**src/rtl/rob_pkg.sv**
```systemverilog
// Shared types and constants for the reorder buffer.
// Entry record plus default depth and the hard-wired zero register.
package rob_pkg;

    typedef struct packed {
        logic        valid;
        logic        done;
        logic [4:0]  dest;
        logic [31:0] data;
    } rob_entry_t;

    localparam int DEPTH_DEFAULT = 8;
    localparam logic [4:0] REG_ZERO = 5'd0;

endpackage

```
**src/rtl/reorder_buffer_match.sv**
```systemverilog
// Youngest-first producer search for one operand port.
// Walks backward from tail-1 and stops after visiting head.
module rob_match #(
    parameter int DEPTH = 8,
    parameter int TAG_W = $clog2(DEPTH)
) (
    input  logic [DEPTH-1:0] vld,
    input  logic [4:0]       dst [DEPTH],
    input  logic [TAG_W-1:0] head,
    input  logic [TAG_W-1:0] tail,
    input  logic [4:0]       src,
    output logic             hit,
    output logic [TAG_W-1:0] tag
);

    logic [TAG_W-1:0] idx;
    logic             stop;

    // first valid match going backward from the newest slot wins
    always_comb begin
        hit  = 1'b0;
        tag  = '0;
        stop = 1'b0;
        idx  = tail;
        for (int i = 0; i < DEPTH; i++) begin
            idx = idx - TAG_W'(1);
            if (!stop && vld[idx] && dst[idx] == src) begin
                hit  = 1'b1;
                tag  = idx;
                stop = 1'b1;
            end
            if (idx == head) stop = 1'b1;
        end
    end

endmodule

```
**src/rtl/reorder_buffer.sv**
```systemverilog
// In-order reorder buffer: allocate, out-of-order writeback, in-order commit.
// Optional ROB_WB_BYPASS_EN forwards a same-cycle writeback to the operand muxes.
module reorder_buffer
    import rob_pkg::*;
#(
    parameter int DEPTH = DEPTH_DEFAULT,
    parameter int TAG_W = $clog2(DEPTH)
) (
    input  logic             clk,
    input  logic             rst,
    input  logic             flush,
    input  logic             alloc_valid,
    input  logic [4:0]       alloc_dest,
    output logic             alloc_ready,
    output logic [TAG_W-1:0] alloc_tag,
    input  logic             wb_valid,
    input  logic [TAG_W-1:0] wb_tag,
    input  logic [31:0]      wb_data,
    input  logic [4:0]       AR1_RF,
    input  logic [4:0]       AR2_RF,
    output logic [31:0]      ROB_forwA,
    output logic [31:0]      ROB_forwB,
    output logic             ROB_forwselA,
    output logic             ROB_forwselB,
    output logic             ROB_stallA,
    output logic             ROB_stallB,
    output logic             RF_we,
    output logic [4:0]       RF_wa,
    output logic [31:0]      RF_wd,
    output logic [TAG_W:0]   count
);

    localparam logic [TAG_W:0] FULL = (TAG_W + 1)'(DEPTH);

    rob_entry_t       ents [DEPTH];
    logic [DEPTH-1:0] vld;
    logic [4:0]       dst [DEPTH];
    logic [TAG_W-1:0] head, tail;
    logic             do_alloc, do_commit;
    logic             hit_a, hit_b;
    logic [TAG_W-1:0] tag_a, tag_b;

    assign alloc_ready = (count != FULL);
    assign alloc_tag   = tail;
    assign do_alloc    = alloc_valid && alloc_ready;
    assign do_commit   = ents[head].valid && ents[head].done;

    // flatten the fields the producer search needs
    always_comb begin
        for (int i = 0; i < DEPTH; i++) begin
            vld[i] = ents[i].valid;
            dst[i] = ents[i].dest;
        end
    end

    // entry array, pointers, occupancy and registered RF write port
    always_ff @(posedge clk) begin
        if (rst) begin
            for (int i = 0; i < DEPTH; i++) ents[i] <= '0;
            head  <= '0;
            tail  <= '0;
            count <= '0;
            RF_we <= 1'b0;
            RF_wa <= '0;
            RF_wd <= '0;
        end else if (flush) begin
            for (int i = 0; i < DEPTH; i++) ents[i].valid <= 1'b0;
            head  <= '0;
            tail  <= '0;
            count <= '0;
            RF_we <= 1'b0;
        end else begin
            if (wb_valid && ents[wb_tag].valid) begin
                ents[wb_tag].data <= wb_data;
                ents[wb_tag].done <= 1'b1;
            end
            RF_we <= 1'b0;
            if (do_commit) begin
                RF_we <= (ents[head].dest != REG_ZERO);
                RF_wa <= ents[head].dest;
                RF_wd <= ents[head].data;
                ents[head].valid <= 1'b0;
                head <= head + TAG_W'(1);
            end
            if (do_alloc) begin
                ents[tail] <= '{valid: 1'b1, done: 1'b0,
                                dest: alloc_dest, data: 32'd0};
                tail <= tail + TAG_W'(1);
            end
            count <= count + (TAG_W + 1)'(do_alloc)
                           - (TAG_W + 1)'(do_commit);
        end
    end

    rob_match #(.DEPTH(DEPTH), .TAG_W(TAG_W)) u_match_a (
        .vld(vld), .dst(dst), .head(head), .tail(tail),
        .src(AR1_RF), .hit(hit_a), .tag(tag_a)
    );

    rob_match #(.DEPTH(DEPTH), .TAG_W(TAG_W)) u_match_b (
        .vld(vld), .dst(dst), .head(head), .tail(tail),
        .src(AR2_RF), .hit(hit_b), .tag(tag_b)
    );

    // port A operand: forward a finished producer, stall on a pending one
    always_comb begin
        ROB_forwA    = '0;
        ROB_forwselA = 1'b0;
        ROB_stallA   = 1'b0;
        if (AR1_RF != REG_ZERO && hit_a) begin
            if (ents[tag_a].done) begin
                ROB_forwselA = 1'b1;
                ROB_forwA    = ents[tag_a].data;
            end
`ifdef ROB_WB_BYPASS_EN
            else if (wb_valid && wb_tag == tag_a) begin
                ROB_forwselA = 1'b1;
                ROB_forwA    = wb_data;
            end
`endif
            else begin
                ROB_stallA = 1'b1;
            end
        end
    end

    // port B operand: same resolution as port A
    always_comb begin
        ROB_forwB    = '0;
        ROB_forwselB = 1'b0;
        ROB_stallB   = 1'b0;
        if (AR2_RF != REG_ZERO && hit_b) begin
            if (ents[tag_b].done) begin
                ROB_forwselB = 1'b1;
                ROB_forwB    = ents[tag_b].data;
            end
`ifdef ROB_WB_BYPASS_EN
            else if (wb_valid && wb_tag == tag_b) begin
                ROB_forwselB = 1'b1;
                ROB_forwB    = wb_data;
            end
`endif
            else begin
                ROB_stallB = 1'b1;
            end
        end
    end

endmodule

```
**config.mk**
```make
export PLATFORM = sky130hd
export DESIGN_NAME = reorder_buffer
export DESIGN_NICKNAME = d
export VERILOG_FILES = /design/src/rtl/rob_pkg.sv /design/src/rtl/reorder_buffer_match.sv /design/src/rtl/reorder_buffer.sv
export SDC_FILE = /design/constraint.sdc
export NUM_CORES = 1
export LEC_CHECK = 0
export BUFFER_PORTS_ARGS = -buffer_cell sky130_fd_sc_hd__buf_2
export CAP_MARGIN = 40
export CORE_UTILIZATION = 40
export DETAILED_ROUTE_END_ITERATION = 12
export SLEW_MARGIN = 30
export SYNTH_ARGS = -nofsm -noshare
export SYNTH_HDL_FRONTEND = slang
export SYNTH_SLANG_ARGS = --single-unit
```
**constraint.sdc**
```tcl
create_clock -name clk -period 14.71 [get_ports clk]
set_input_delay 2.942 -clock clk [delete_from_list [all_inputs] [get_ports clk]]
set_output_delay 2.942 -clock clk [all_outputs]
set_load 0.02 [all_outputs]
```
==> results of run 1 <==
==> critical path, stage by stage (launching register included) <==
cell     delay [ps]
dfxtp_1         410
inv_1           200
ha_1            510
xnor3_2         700
xnor2_1         750
buf_4           300
mux2i_1         500
xnor2_1         180
nor4_1           90
a211o_1         290
nor3_1          420
nand2_1          90
a21oi_1         210
a311o_2         450
buf_4           450
buf_16          290
buf_4           680
mux2i_1         280
mux2i_1         110
a22o_1          300
buf_2           170
==> flip-flops by register name, indices dropped and copies added (netlist names), named ones only <==
name / cells
head: 3
RF_we: 1
alloc_tag: 3
RF_wd: 32
RF_wa: 5
count: 4
ents: 312
==> metrics by stage <==
step           area, sq um  hold WS, ps
2_1_floorplan        23600          466
3_3_place_gp         24900          472
3_5_place_dp         25100          486
4_1_cts              26400          496
5_1_grt              26400          522
6_report             26400          495
==> area by class of cell <==
type,instances,area share (%)
sequential,363,29.1
multi-input combinational,1639,56.7
clock buffer,57,4.43
clock inverter,14,0.427
tap,765,3.63
timing repair buffer,221,5.17
antenna,5,0.0475
inverter,35,0.498
==> power by group <==
| part | internal [mW] | switching, mW | total, mW |
|---|---|---|---|
| Sequential | 1.01 | 0.00767 | 1.01 |
| Clock | 0.571 | 0.427 | 0.997 |
| Combinational | 0.155 | 0.249 | 0.404 |
==> routing by layer <==
metal	GRT usage, %	vias up	routed length [um]
li1	-	8750	-
met1	36.2	9949	34500
met2	43.8	922	38800
met3	4.18	190	6710
met4	11.0	6	3040
met5	0	-	41
==> path summary, 6_finish.rpt <==
path | to | depth (start not counted) | slack, ps
setup / recovery | ROB_forwB[20] | 20 | 3760
hold / removal | RF_wd[19] | 2 | 490
setup reg to reg | ents[2][27] | 8 | 11520
hold reg to reg | RF_wd[19] | 2 | 490
==> logic make-up (layout without fill, tap and decap cells) <==
kind of cell	Yosys count	after routing	synth area share, %
AO/OA/AOI/OAI	559	559	18.8
multiplexers	553	553	30.4
AND/OR/NAND/NOR	424	424	8.76
flip-flops	363	363	32.5
buffers and inverters	261	327	4.90
XOR/XNOR	91	91	4.02
adder cells (fa/ha/maj)	12	12	0.668
other	0	5	0
==> cell usage after synthesis (all sizes together), types with 30 or more instances <==
cell / instances / area, sq um
inv: 33 / 124
edfxtp: 40 / 1200
xnor2: 61 / 583
mux4: 122 / 2750
nand3: 30 / 150
o21ai: 88 / 440
dfxtp: 323 / 6470
and2: 50 / 313
buf: 117 / 614
clkbuf: 109 / 409
mux2i: 348 / 3480
a211oi: 42 / 315
mux2: 83 / 935
nand2: 122 / 458
nor2: 114 / 428
a22o: 321 / 2810
==> impl_metrics.toml, run 1 <==
[yosys]
postSynth.asyncResetShare_pct = 0
synth_cells = 2263
avgSynthCellArea_sq_um = 10.4
synth-edff-count = 40
synth_ff_type = "dfxtp_1"
syn_nets = 2330
synth-seq-area-share_pct = 32.5
ys_ff_latch = 363
synth.distinct_cells = 86
syn_area_sq_um = 23600
ys_warn_count = 0

[clock_tree]
clkTransAtPathRegs_ps = 60
clk_latency_ps = 560
clkSinkCount = 363
cts_resized = 0
cts_hold_buf = 0
cts-root-buf = "clkbuf_16"
cts_made_buffers = 40
cts_tree = "built"
clock_path_buffers = 3
ctsHtreeMaxLevel = 2
cts_setup_buffers = 0

[critical_path]
worstSetupStartpoint = "alloc_tag[1]"
arrival_ps = 8010
startpoint_type = "flip-flop"
r2r_start = "alloc_tag[0]"
cp-end-kind = "output port"
worstPathMaxFanout = 44
critical_path_required_ps = 11770
critPathKind = "flip-flop to output port"

[pwr]
total_power_mw = 2.41
p_leak_nw = 10.2
irDropWorstVdd_mv = 0.0875
powerDensity_nw_per_um2 = 91.6

[die]
start_util_pct = 40.7
rows = 88
die_x_um = 245
core_sq_um = 58000
dieArea_sq_um = 59900
chipHeight_um = 245
ios = 169

[detailed_routing]
ant_nets = 0
drt_iter0_markers = 1975
vias_per_cell = 6.39
vias = 19800
dr.pass1.iters = 5
avgRoutedWirePerCell_um = 26.8
drc = 0
wirelength_um = 83100

[hold_path]
min_from = "RF_wd[19]"
hold_class = "flip-flop to flip-flop"

[global_route]
grt_pass1_wl_um = 125000
gr-total-overflow = 0
grt_max_degree = 133
grt_usage_pct = 27.1
antenna_found_initial = 11
first_global_vias = 19300

[timing]
finalSetupViolations = 0
tightest_slew_ps = 1260
slew_headroom_pct = 16.1
fmax_ghz = 0.0913
setup_ws_ps = 3760
hold_violations = 0
setup-tns-final_ps = 0
finalCritPeriodShare_pct = 74.4
finalClockSkew_ps = 20.8
layout_min_cycle_time_ps = 10950
rsz0062_at_grt = "false"
drv_slew = 0

[cells_and_area]
utilization_pct = 45.4
stdcell_count = 3099
fillers = 5434
regArea_sq_um = 7680
final_cell_mix = "mux2i_1 (348), a22o_1 (321), dfxtp_1 (319), buf_2 (169)"
area_growth_pct = 11.8
layout.nets = 2367
multiInputGateArea_sq_um = 14900
drive_above_1_share_pct = 23.5
layout_commonest_cell = "mux2i_1"

[placed_design]
place_ws_ps = 3940
place_inst = 3023
post-dp-hpwl_um = 53100
io_buffers = 168
gp_congestion = 0.981

[flow_run]
maxCapViolations = 0

[outcome]
status = "complete, no violations"
Power figures use the tool's default switching activity.
==> run 2, diff against run 1 <==
==> constraint.sdc (replaced) <==
create_clock -name clk -period 10.7 [get_ports clk]
set_input_delay 2.14 -clock clk [delete_from_list [all_inputs] [get_ports clk]]
set_output_delay 2.14 -clock clk [all_outputs]
set_load 0.02 [all_outputs]
==> impl_metrics.toml, run 2 (same netlist as run 1, synthesis figures left out) <==
[outcome]
status = "complete, no violations"

[die]
chipHeight_um = 245
core_sq_um = 58000
rows = 88
start_util_pct = 40.7
ios = 169
dieArea_sq_um = 59900
die_x_um = 245

[critical_path]
rr_worst_depth = 11
cp-end-kind = "output port"
regToRegEndpoint = "ents[7][38]"
worstPathMaxFanout = 42
critPathKind = "flip-flop to output port"
startpoint_type = "flip-flop"
critical_path_required_ps = 8560
max_stage_delay_ps = 800
crit_buf_inv = 4
arrival_ps = 7470
cp.depth = 17
path_delay_family = "buffers and inverters"
rrSetupSlack_ps = 7600
slowest_stage = "buf_4"
crit_chain = "inv_1 > ha_1 > xnor3_2 > xnor3_1 > mux2i_1 > o22ai_1 > nor4bb_1 > and2_1 > nor3_1 > a21boi_0 > a211o_1 > o21ai_4 > buf_4 > buf_4 > mux2i_1 > a22o_1 > buf_2"

[global_route]
grt_max_degree = 129
first_global_vias = 19400
antenna_found_initial = 12
grt_usage_pct = 26.8
gr-total-overflow = 0
grt_pass1_wl_um = 123000

[cells_and_area]
top_regs = "ents: 312 flops, RF_wd: 32 flops, RF_wa: 5 flops"
stdcell_count = 3102
final_cell_mix = "mux2i_1 (348), a22o_1 (321), dfxtp_1 (319), buf_2 (169)"
area_growth_pct = 12.1
drive_above_1_share_pct = 23.7
max_flop_register = "ents"
regArea_sq_um = 7680
layout_commonest_cell = "mux2i_1"
multiInputGateArea_sq_um = 15000
largest_reg_flops = 312
fillers = 5435
layout.nets = 2366

[detailed_routing]
avgRoutedWirePerCell_um = 26.5
vias = 19700
wirelength_um = 82200
ant_nets = 0
dr.pass1.iters = 5
vias_per_cell = 6.36
drc = 0
drt_iter0_markers = 1533

[placed_design]
place_inst = 3018
io_buffers = 168
gp_congestion = 0.971
post-dp-hpwl_um = 53300

[hold_path]
hold_class = "flip-flop to flip-flop"
min_to = "RF_wd[16]"
min_from = "RF_wd[16]"
whs_path_depth = 2

[pwr]
irDropWorstVdd_mv = 0.115
powerDensity_nw_per_um2 = 127
p_leak_nw = 10.2

[timing]
finalSetupViolations = 0
finalClockSkew_ps = 30.0
tightest_slew_ps = 1110
hold_violations = 0
setup-tns-final_ps = 0
finalCritPeriodShare_pct = 89.8
drv_slew = 0
fmax_ghz = 0.104
layout_min_cycle_time_ps = 9610
slew_headroom_pct = 26.2
rsz0062_at_grt = "false"
fin_hold_ws_ps = 497

[clock_tree]
clk_latency_ps = 580
ctsHtreeMaxLevel = 2
clock_path_buffers = 3
clkTransAtPathRegs_ps = 60
cts_made_buffers = 40
cts_setup_buffers = 0
cts_hold_buf = 0
clkSinkCount = 363
cts_tree = "built"
cts_resized = 0
cts-root-buf = "clkbuf_16"

[flow_run]
maxCapViolations = 0
-- run 2: cell types whose count changed in the layout (fill, tap and decap cells not counted), sizes merged --
cell,previous run,this run
inv,33,36
buf,221,219
diode,5,7
bufinv,1,2
clkinv,13,12
clkinvlp,2,1
dlymetal6s2s,0,1
-- run 2: power breakdown --
part	internal, mW	switching, mW	total, mW
Sequential	1.38	0.0112	1.39
Clock	0.812	0.592	1.40
Combinational	0.213	0.337	0.551
-- run 2: final cells by class --
cell class | instances | area share (%)
antenna | 7 | 0.0663
clock inverter | 16 | 0.587
multi-input combinational | 1639 | 56.6
sequential | 363 | 29.1
timing repair buffer | 220 | 5.19
tap | 765 | 3.62
clock buffer | 57 | 4.41
inverter | 35 | 0.497
-- run 2: stage by stage --
step	total power, mW	util [%]	setup slack, ps	cell area, sq um
global route	3.44	45.5	911	26400
detailed placement	1.96	43.1	1780	25000
global placement	1.95	42.9	1750	24900
finish	3.35	45.6	1090	26400
floorplan	1.82	-	2420	23600
CTS	3.36	45.4	1160	26300
-- run 2: worst min-delay path, cell delays in order (launching register included) --
cell,delay (ps)
dfxtp_1,310
nor2_1,90
a211oi_1,50
-- run 2: worst max path at each step --
stage                 startpoint            end  slack (ps)
floorplan           alloc_tag[0]  ROB_forwA[15]        2420
global placement       AR2_RF[4]   ROB_forwB[2]        1750
detailed placement  alloc_tag[1]   ROB_forwB[1]        1780
CTS                 alloc_tag[1]   ROB_forwB[1]        1160
global route        alloc_tag[1]   ROB_forwB[1]         910
finish              alloc_tag[1]   ROB_forwB[1]        1090
-- run 2: layer usage --
metal / global-route usage [%] / up-vias / part of all wire [%]
li1: - / 8739 / -
met1: 35.8 / 9893 / 42
met2: 43.6 / 893 / 47
met3: 3.41 / 192 / 7.3
met4: 11.3 / 6 / 3.7
met5: 0 / - / 0.045
